[src/rtl/fft_stream_if.sv]
// Stream and fft-core signal bundle for fft_stream_ctrl.
// The slave modport is the controller view; master is the host/fft side.
interface fft_stream_if #(
  parameter int width = 16,
  parameter int N_2   = 5
);
  logic                 s_valid;
  logic                 s_ready;
  logic [width-1:0]     s_data;
  logic                 fft_load;
  logic                 fft_start;
  logic [width-1:0]     fft_rd;
  logic [2*width-1:0]   fft_wd;
  logic                 fft_done;
  logic                 m_valid;
  logic                 m_ready;
  logic [2*width-1:0]   m_data;
  logic [N_2-1:0]       m_idx;
  logic                 m_last;
  logic                 busy;
  logic                 err;

  modport master (
    output s_valid, s_data, fft_wd, fft_done, m_ready,
    input  s_ready, fft_load, fft_start, fft_rd, m_valid, m_data, m_idx, m_last, busy, err
  );

  modport slave (
    input  s_valid, s_data, fft_wd, fft_done, m_ready,
    output s_ready, fft_load, fft_start, fft_rd, m_valid, m_data, m_idx, m_last, busy, err
  );
endinterface

[src/rtl/fft_stream_ctrl.sv]
// Frame controller for the fft core: fill ibuf, burst-load, start, capture bins, drain.
// Optional WAIT watchdog when FFT_CTRL_TIMEOUT_EN is defined (parameter TIMEOUT).
//
// state   | meaning
// FILL    | accept 2**N_2 input samples into ibuf
// LOAD    | replay ibuf to the fft, one sample per cycle
// START   | single fft_start pulse
// WAIT    | wait for the first cycle of fft_done
// CAPTURE | store bins into obuf while fft_done is high
// DRAIN   | present obuf in bin order on the output stream
module fft_stream_ctrl #(
  parameter int width = 16,
  parameter int N_2   = 5
`ifdef FFT_CTRL_TIMEOUT_EN
  , parameter int TIMEOUT = 1024
`endif
) (
  input logic         clk,
  input logic         reset,
  fft_stream_if.slave bus
);
  localparam int N = 1 << N_2;
  localparam logic [N_2:0] LAST = (N_2+1)'(N - 1);

  localparam logic [2:0] FILL    = 3'd0;
  localparam logic [2:0] LOAD    = 3'd1;
  localparam logic [2:0] START   = 3'd2;
  localparam logic [2:0] WAIT    = 3'd3;
  localparam logic [2:0] CAPTURE = 3'd4;
  localparam logic [2:0] DRAIN   = 3'd5;

  logic [2:0]         state;
  logic [N_2:0]       cnt;
  logic [N_2:0]       cnt_nxt;
  logic [N_2-1:0]     idx;
  logic [N_2-1:0]     idx_nxt;
  logic               at_last;
  logic [width-1:0]   ibuf [N];
  logic [2*width-1:0] obuf [N];

  logic               s_ready_q;
  logic               load_q;
  logic               start_q;
  logic [width-1:0]   rd_q;
  logic               m_valid_q;
  logic [2*width-1:0] m_data_q;
  logic [N_2-1:0]     m_idx_q;
  logic               m_last_q;

  assign cnt_nxt = cnt + 1'b1;
  assign idx     = cnt[N_2-1:0];
  assign idx_nxt = cnt_nxt[N_2-1:0];
  assign at_last = (cnt == LAST);

  // Buffers carry no reset: a frame is only ever read after being fully written.
  always_ff @(posedge clk) begin
    if (state == FILL && bus.s_valid && s_ready_q)
      ibuf[idx] <= bus.s_data;
    if ((state == WAIT || state == CAPTURE) && bus.fft_done)
      obuf[idx] <= bus.fft_wd;
  end

`ifdef FFT_CTRL_TIMEOUT_EN
  localparam int WD_W = $clog2(TIMEOUT + 1);
  logic [WD_W-1:0] wdog;
  logic            err_q;
`endif

  always_ff @(posedge clk or posedge reset) begin
    if (reset) begin
      state     <= FILL;
      cnt       <= '0;
      s_ready_q <= 1'b1;
      load_q    <= 1'b0;
      start_q   <= 1'b0;
      rd_q      <= '0;
      m_valid_q <= 1'b0;
      m_data_q  <= '0;
      m_idx_q   <= '0;
      m_last_q  <= 1'b0;
`ifdef FFT_CTRL_TIMEOUT_EN
      wdog      <= '0;
      err_q     <= 1'b0;
`endif
    end else begin
      case (state)
        FILL: begin
          if (bus.s_valid && s_ready_q) begin
            if (at_last) begin
              // ibuf[0] was written on an earlier cycle, so it can be presented right away.
              cnt       <= '0;
              s_ready_q <= 1'b0;
              load_q    <= 1'b1;
              rd_q      <= ibuf[0];
              state     <= LOAD;
            end else begin
              cnt <= cnt_nxt;
            end
          end
        end
        LOAD: begin
          if (at_last) begin
            cnt     <= '0;
            load_q  <= 1'b0;
            rd_q    <= '0;
            start_q <= 1'b1;
            state   <= START;
          end else begin
            cnt  <= cnt_nxt;
            rd_q <= ibuf[idx_nxt];
          end
        end
        START: begin
          start_q <= 1'b0;
          state   <= WAIT;
`ifdef FFT_CTRL_TIMEOUT_EN
          wdog    <= '0;
`endif
        end
        WAIT: begin
          if (bus.fft_done) begin
            cnt   <= cnt_nxt;
            state <= CAPTURE;
          end else begin
`ifdef FFT_CTRL_TIMEOUT_EN
            if (wdog == WD_W'(TIMEOUT - 1)) begin
              err_q     <= 1'b1;
              cnt       <= '0;
              s_ready_q <= 1'b1;
              state     <= FILL;
            end else begin
              wdog <= wdog + 1'b1;
            end
`endif
          end
        end
        CAPTURE: begin
          if (bus.fft_done) begin
            if (at_last) begin
              cnt       <= '0;
              m_valid_q <= 1'b1;
              m_data_q  <= obuf[0];
              m_idx_q   <= '0;
              m_last_q  <= 1'b0;
              state     <= DRAIN;
            end else begin
              cnt <= cnt_nxt;
            end
          end
        end
        DRAIN: begin
          if (bus.m_ready) begin
            if (m_last_q) begin
              cnt       <= '0;
              m_valid_q <= 1'b0;
              m_data_q  <= '0;
              m_idx_q   <= '0;
              m_last_q  <= 1'b0;
              s_ready_q <= 1'b1;
              state     <= FILL;
            end else begin
              cnt      <= cnt_nxt;
              m_data_q <= obuf[idx_nxt];
              m_idx_q  <= idx_nxt;
              m_last_q <= (cnt_nxt == LAST);
            end
          end
        end
        default: begin
          cnt       <= '0;
          s_ready_q <= 1'b1;
          state     <= FILL;
        end
      endcase
    end
  end

  assign bus.s_ready   = s_ready_q;
  assign bus.fft_load  = load_q;
  assign bus.fft_start = start_q;
  assign bus.fft_rd    = rd_q;
  assign bus.m_valid   = m_valid_q;
  assign bus.m_data    = m_data_q;
  assign bus.m_idx     = m_idx_q;
  assign bus.m_last    = m_last_q;
  assign bus.busy      = (state != FILL);
`ifdef FFT_CTRL_TIMEOUT_EN
  assign bus.err       = err_q;
`else
  assign bus.err       = 1'b0;
`endif
endmodule
[src/flat_wrapper.sv]
// flat-port wrapper written by rule: the top's interface ports become plain ports
module fft_stream_ctrl_flat 
#(
  parameter int width = 16,
  parameter int N_2   = 5

)
  (clk, reset, bus_s_valid, bus_s_data, bus_fft_wd, bus_fft_done, bus_m_ready, bus_s_ready, bus_fft_load, bus_fft_start, bus_fft_rd, bus_m_valid, bus_m_data, bus_m_idx, bus_m_last, bus_busy, bus_err);
  fft_stream_if #(.width(width), .N_2(N_2)) bus_i ();
  input logic clk;
  input logic reset;
  input wire logic [$bits(bus_i.s_valid)-1:0] bus_s_valid;
  input wire logic [$bits(bus_i.s_data)-1:0] bus_s_data;
  input wire logic [$bits(bus_i.fft_wd)-1:0] bus_fft_wd;
  input wire logic [$bits(bus_i.fft_done)-1:0] bus_fft_done;
  input wire logic [$bits(bus_i.m_ready)-1:0] bus_m_ready;
  output wire logic [$bits(bus_i.s_ready)-1:0] bus_s_ready;
  output wire logic [$bits(bus_i.fft_load)-1:0] bus_fft_load;
  output wire logic [$bits(bus_i.fft_start)-1:0] bus_fft_start;
  output wire logic [$bits(bus_i.fft_rd)-1:0] bus_fft_rd;
  output wire logic [$bits(bus_i.m_valid)-1:0] bus_m_valid;
  output wire logic [$bits(bus_i.m_data)-1:0] bus_m_data;
  output wire logic [$bits(bus_i.m_idx)-1:0] bus_m_idx;
  output wire logic [$bits(bus_i.m_last)-1:0] bus_m_last;
  output wire logic [$bits(bus_i.busy)-1:0] bus_busy;
  output wire logic [$bits(bus_i.err)-1:0] bus_err;
  assign bus_i.s_valid = bus_s_valid;
  assign bus_i.s_data = bus_s_data;
  assign bus_i.fft_wd = bus_fft_wd;
  assign bus_i.fft_done = bus_fft_done;
  assign bus_i.m_ready = bus_m_ready;
  assign bus_s_ready = bus_i.s_ready;
  assign bus_fft_load = bus_i.fft_load;
  assign bus_fft_start = bus_i.fft_start;
  assign bus_fft_rd = bus_i.fft_rd;
  assign bus_m_valid = bus_i.m_valid;
  assign bus_m_data = bus_i.m_data;
  assign bus_m_idx = bus_i.m_idx;
  assign bus_m_last = bus_i.m_last;
  assign bus_busy = bus_i.busy;
  assign bus_err = bus_i.err;
  fft_stream_ctrl #(.width(width), .N_2(N_2)) u_core (.clk(clk), .reset(reset), .bus(bus_i));
endmodule
[config.mk]
export PLATFORM = sky130hd
export DESIGN_NAME = fft_stream_ctrl_flat
export DESIGN_NICKNAME = d
export VERILOG_FILES = /design/src/rtl/fft_stream_if.sv /design/src/rtl/fft_stream_ctrl.sv /design/src/flat_wrapper.sv
export SDC_FILE = /design/constraint.sdc
export NUM_CORES = 2
export LEC_CHECK = 0
export ABC_AREA = 1
export CORE_UTILIZATION = 45
export CTS_CLUSTER_DIAMETER = 30
export DETAILED_ROUTE_END_ITERATION = 7
export PLACE_DENSITY_LB_ADDON = 0.08
export SYNTH_ARGS = -nofsm -noshare
export SYNTH_HDL_FRONTEND = slang
export SYNTH_SLANG_ARGS = --single-unit
[constraint.sdc]
create_clock -name clk -period 11.8 [get_ports clk]
set_clock_uncertainty 0.1 [all_clocks]
set_input_delay 2.36 -clock clk [delete_from_list [all_inputs] [get_ports clk]]
set_output_delay 2.36 -clock clk [all_outputs]
set_load 0.03 [all_outputs]
=== After elaboration in Yosys (flattened, before gate mapping) ===
Memory sizes are Yosys's and may differ from the RTL's.
Index checks and enable logic that the tools add are counted.

* Bits in registers: 67
* Output and inout bits: 60
* Memory bits (writable): 1536
* Memories: 2
* Input bits: 53
* Logic and storage cells: 100

{| class="wikitable"
|+ Memory list
! name !! depth !! bits a word !! rd ports !! clocked after Yosys merged registers in !! wr ports !! line !! RTL
|-
| u_core.obuf || 32 || 32 || 2 || 0 || 1 || fft_stream_ctrl.sv:39 || <nowiki>logic [2*width-1:0] obuf [N];</nowiki>
|-
| u_core.ibuf || 32 || 16 || 2 || 0 || 1 || fft_stream_ctrl.sv:38 || <nowiki>logic [width-1:0] ibuf [N];</nowiki>
|}

* Equality and inequality tests: 15
* $add $sub $neg: 1
* Muxes and demuxes: 51
* Reductions and logical operators: 19
* Bitwise operators: 2

{| class="wikitable"
|+ Operator list
! kind !! number
|-
| $mux 32 || 4
|-
| $pmux 32 s2 || 1
|-
| $mux 16 || 3
|-
| $mux 6 || 6
|-
| $pmux 6 s6 || 1
|-
| $pmux 16 s2 || 1
|-
| $mux 3 || 8
|-
| $mux 5 || 4
|-
| $pmux 3 s6 || 1
|-
| $mux 1 || 16
|-
| $reduce_and 5->1 || 3
|-
| $eq 6x5->1 const B || 2
|-
| $pmux 5 s2 || 1
|-
| $ne 2x1->1 const B || 4
|-
| $ne 2x2->1 const B || 4
|-
| $pmux 1 s2 || 4
|-
| $reduce_and 4->1 || 2
|-
| $reduce_and 8->1 || 1
|-
| $add 6x1->6 const B || 1
|-
| $eq 3x2->1 const B || 2
|-
| $eq 3x3->1 const B || 2
|-
| $reduce_bool 2->1 || 3
|-
| $logic_and 1x1->1 || 4
|-
| $reduce_or 4->1 || 1
|-
| other kinds (8) || 9
|}

=== Logic depth before layout (Yosys ltp) ===
* Depth after elaboration: 5
* Depth in mapped cells: 18
* Mapped depth without buffers: 12

=== Least setup slack after synthesis ===
No wires, ideal clock.

* Path type: input-to-reg
* From: in bus_fft_done
* To: mem u_core.obuf[30][0] in the netlist's numbering (enable)
* Stages on the path: 3
* Data required time: 11.239 ns
* Path slack: 6.369 ns
* Path buffers: 1
* Arrival: 4.870 ns
* Path through: nand2_1 > clkbuf_1 > nor3_1

* Word-level cells in the longest chain between the ends: 3

{| class="wikitable"
|+ Ends and longest elaborated chain
! element !! line !! RTL
|-
| start, declared || flat_wrapper.sv:15 || <nowiki>input wire logic [$bits(bus_i.fft_done)-1:0] bus_fft_done;</nowiki>
|-
| $logic_and 1x1->1 || fft_stream_ctrl.sv:59 || <nowiki>if ((state == WAIT || state == CAPTURE) && bus.fft_done)</nowiki>
|-
| $mux 1 || fft_stream_ctrl.sv:59 ||
|-
| $mux 1 (not written as such) || fft_stream_ctrl.sv:60 || <nowiki>obuf[idx] <= bus.fft_wd;</nowiki>
|-
| end, declared || fft_stream_ctrl.sv:39 ||
|}

No other way between the ends.

=== Final worst setup path ===
* From: reg u_core.state[0]
* To: out bus_busy

* Word-level cells in the longest chain between the ends: 1

{| class="wikitable"
|+ Ends and longest elaborated chain
! element !! line !! RTL
|-
| start, declared || fft_stream_ctrl.sv:32 || <nowiki>logic [2:0] state;</nowiki>
|-
| start signal, assigned || fft_stream_ctrl.sv:71 || <nowiki>state <= FILL;</nowiki>
|-
| start signal, assigned || fft_stream_ctrl.sv:95 || <nowiki>state <= LOAD;</nowiki>
|-
| start signal, assigned || fft_stream_ctrl.sv:107 || <nowiki>state <= START;</nowiki>
|-
| $reduce_bool 3->1 || fft_stream_ctrl.sv:186 || <nowiki>assign bus.busy = (state != FILL);</nowiki>
|-
| end, declared || flat_wrapper.sv:25 || <nowiki>output wire logic [$bits(bus_i.busy)-1:0] bus_busy;</nowiki>
|}

No other way between the ends.

==> impl_summary.log <==
INFO  metric outcome = complete, no violations
INFO  metric cts_max_level = 5
INFO  metric netlist-cell-type-count = 39
INFO  metric timing.final.max_slew_violations = 0
INFO  metric cts.clk_slew.worst_paths = roughly 40 ps
INFO  metric synth-edff-count = between 1.5k and 2k
INFO  metric fillers = 12.2k
INFO  metric post_drt_wl_per_cell = around 24 um
INFO  metric post-dp-hpwl = 94.1 mm
INFO  metric cts-buffers-inserted = 370
INFO  metric port-buffer-count = 111
INFO  metric number_of_register_bits_inferred_by_synthesis = between 1.5k and 2k
INFO  metric layout.core_utilization = 0.558
INFO  metric rows = 140
INFO  metric tightestPinTransition = ~1400 ps
INFO  metric yosys-top-cells-count = sky130_fd_sc_hd__edfxtp_1 (1536), sky130_fd_sc_hd__nand2_1 (1373), sky130_fd_sc_hd__nor2_1 (827)
INFO  metric cap_violations = 0
INFO  metric total_leakage_power = 30.3 nW
INFO  metric total_wirelength = just under 200 mm
INFO  metric drc = 0
INFO  metric yosysWarnings = 0
INFO  metric timing.critical_path.cells = clkinv_1 > nand2_1 > clkdlybuf4s50_1
INFO  metric synth.top_cell.area_share = 0.695
INFO  metric finalCriticalPeriod = a little under 6000 ps
INFO  metric drt_iter0_markers = between 4k and 5k
INFO  metric netlist_instances = 5816
INFO  metric power_density = around 290 nW/um^2
INFO  metric fin_total_pwr = approximately 23 mW
INFO  metric root_buffer = sky130_fd_sc_hd__clkbuf_16
INFO  metric global_route.overflow_total = 0
INFO  metric clk-insertion-delay-late = roughly 920 ps
INFO  metric core_area = roughly 150000 sq um
INFO  metric critical_path.startpoint_type = flop
INFO  metric antenna_found_initial = 1
INFO  metric netlist.top_cell.by_area = sky130_fd_sc_hd__edfxtp_1
INFO  metric drt-vias-per-instance = ~5.4
INFO  metric cts_setup_buffers = 0
INFO  metric share_of_post_route_cells_with_drive_strength_above_1 = 0.121
INFO  metric mappedNetlistArea = between 60000 and 70000 sq um
INFO  metric min_period_over_period = 0.493
INFO  metric finalHoldViolations = 0
INFO  metric ctsHoldBuffers = 0
INFO  metric worst_ep_arrival_time = approximately 3400 ps
INFO  metric die_h = roughly 390 um
INFO  metric holdCritStartpoint = u_core.bus.m_idx[0]
INFO  metric clkSinkCount = between 1.5k and 2k
INFO  metric gpl.final_weighted_congestion = between 0.8 and 0.9
INFO  metric cts-resized-gates = 0
INFO  metric rr_startpoint = u_core.cnt[0]
INFO  metric post-route-worst-setup-slack = ~6000 ps
INFO  metric peakVddDrop = ~0.3 mV
INFO  metric timing.critical_path.max_delay_family = buffers and inverters
INFO  metric ys_dominant_reg_cell = sky130_fd_sc_hd__edfxtp_1
INFO  metric detailroute.via_count = roughly 45k
INFO  metric design.die.area = between 100000 and 150000 sq um
INFO  metric ys_async_sr_fraction = 0.0418
INFO  metric rsz_0062_raised_after_global_routing = no
INFO  metric crit_path_start = u_core.state[0]
INFO  metric drt.antenna.violating_nets = 0
INFO  metric detail_route.first_pass.iterations = 6
INFO  metric critical-path-max-stage-delay = 760 ps
INFO  metric synth_seq_area_share = 0.721
INFO  metric floorplan.io_pins = 113
INFO  metric worst_path_bufs_invs = 2
INFO  metric cts_tree = built
INFO  metric critPathCaptureType = output port
INFO  metric timing.critical_path.slowest_stage_cell = sky130_fd_sc_hd__clkdlybuf4s50_1
INFO  metric grt_max_degree = between 200 and 250
INFO  metric worst-path-max-fanout = 18
INFO  metric max-clock-path-buffers = 4
INFO  metric grt_first_pass_wirelength = about 290 mm
INFO  metric die_w = around 390 um
INFO  metric post-synth-top-count-cell = sky130_fd_sc_hd__edfxtp_1
INFO  metric timing.slew.headroom = 0.0489
INFO  metric finalNetCount = ~6k
INFO  metric vias_in_the_first_global_route = 44.0k
INFO  metric min_path_type = flop to flop
INFO  metric postSynthAreaPerCell = about 11 sq um
INFO  metric initial_utilization = 0.455
INFO  metric postSynthNetCount = 5873
INFO  metric grt.total_usage = 0.264
INFO  metric synth_top_cells_by_area = sky130_fd_sc_hd__edfxtp_1 (70%), sky130_fd_sc_hd__nand2_1 (7.8%), sky130_fd_sc_hd__nand3_1 (5.6%)
INFO  metric areaGrowthSynthToFinish = 22.7%
INFO  metric critPathKind = flop to output port
INFO  metric setup_viol = 0
INFO  metric crit_required = 9340 ps
INFO  metric max_freq = roughly 0.17 GHz
INFO  metric totalNegativeSetupSlack = 0 ps
INFO  metric dp_slack = roughly 6400 ps
-- stage by stage --
stage	instances	area (sq um)	hold WS, ps
global route	8262	81400	456
floorplan	5816	66300	440
CTS	8262	81400	451
detailed placement	7603	69100	433
global placement	7603	69100	434
finish	8265	81400	437
-- area by class of cell --
cell class	instances	area, sq um	area share
Sequential cell	1603	47800	0.587
Multi-Input combinational cell	3560	15700	0.193
Clock buffer	418	9580	0.118
Clock inverter	241	2690	0.0330
Tap cell	1917	2400	0.0295
Timing Repair Buffer	224	2020	0.0248
Inverter	299	1150	0.0142
Antenna cell	3	7.51	0.0000922
-- layout by cell type (no fill, tap or decap), types with 96 or more instances in the layout --
cell type / instances
sky130_fd_sc_hd__buf_4: 107
sky130_fd_sc_hd__clkbuf_16: 373
sky130_fd_sc_hd__clkdlybuf4s50_1: 108
sky130_fd_sc_hd__edfxtp_1: 1536
sky130_fd_sc_hd__inv_1: 287
sky130_fd_sc_hd__nand2_1: 1370
sky130_fd_sc_hd__nand3_1: 747
sky130_fd_sc_hd__nor2_1: 798
sky130_fd_sc_hd__o211ai_1: 96
sky130_fd_sc_hd__o21ai_0: 336
-- final timing paths --
kind                                         endpoint  slack [ps]  cells past startpoint
max in group asynchronous               u_core.cnt[0]        8480                      3
worst max register to register  u_core.bus.m_data[21]        6860                     14
worst max-delay path                         bus_busy        5980                      3
worst min-delay path              u_core.bus.m_idx[0]         440                      2
min in group asynchronous       u_core.bus.m_data[29]        1820                      2
worst min register to register    u_core.bus.m_idx[0]         440                      2
-- kinds of logic (layout without fill, tap and decap cells) --
logic type / Yosys count / after routing / share of synthesized area
DFF: 1603 / 1603 / 0.721
and+or+nand+nor: 3003 / 3003 / 0.186
buffers and inverters: 653 / 1182 / 0.0463
AOI/OAI and AO/OA: 551 / 551 / 0.0455
adders and majority gates: 4 / 4 / 0.000755
xor gates and xnor gates: 1 / 1 / 0.000132
other: 1 / 4 / 0.0000565
-- flip-flops by register name, summed over array words and instances (netlist names) --
| name | flops |
|---|---|
| u_core.cnt | 6 |
| u_core.bus.fft_rd | 16 |
| u_core.bus.m_last | 1 |
| u_core.ibuf | 512 |
| u_core.bus.m_data | 32 |
| u_core.state | 3 |
| u_core.bus.s_ready | 1 |
| u_core.bus.m_valid | 1 |
| u_core.bus.m_idx | 5 |
| u_core.bus.fft_load | 1 |
| u_core.obuf | 1024 |
| u_core.bus.fft_start | 1 |
-- power breakdown --
group / switching [mW] / total, mW / internal, mW / leakage [nW]
Sequential: 0.194 / 6.66 / 6.46 / 14.6
Combinational: 4.75 / 6.67 / 1.91 / 9.76
Clock: 3.14 / 10.0 / 6.87 / 5.93
-- worst reg2reg max path, stage by stage (launching register included) --
cell	delay, ps
sky130_fd_sc_hd__dfrtp_4	450
sky130_fd_sc_hd__buf_4	600
sky130_fd_sc_hd__buf_12	570
sky130_fd_sc_hd__buf_12	1110
sky130_fd_sc_hd__buf_12	680
sky130_fd_sc_hd__nor2_1	520
sky130_fd_sc_hd__nor2_1	120
sky130_fd_sc_hd__o21ai_1	80
sky130_fd_sc_hd__nand3_1	140
sky130_fd_sc_hd__nand3_1	90
sky130_fd_sc_hd__nand2_1	110
sky130_fd_sc_hd__nand2_1	60
sky130_fd_sc_hd__nand3_1	170
sky130_fd_sc_hd__nand2_1	70
sky130_fd_sc_hd__inv_1	50
-- routing by layer --
layer  vias up  wire length [um]  global-route usage
met1     22000             82900               0.357
li1      20600                 -                   -
met4         2              6640               0.103
met5         -                13                   0
met3       393             12500              0.0432
met2      1728             93900               0.428
No activity file was read; power rests on OpenSTA's default activity.
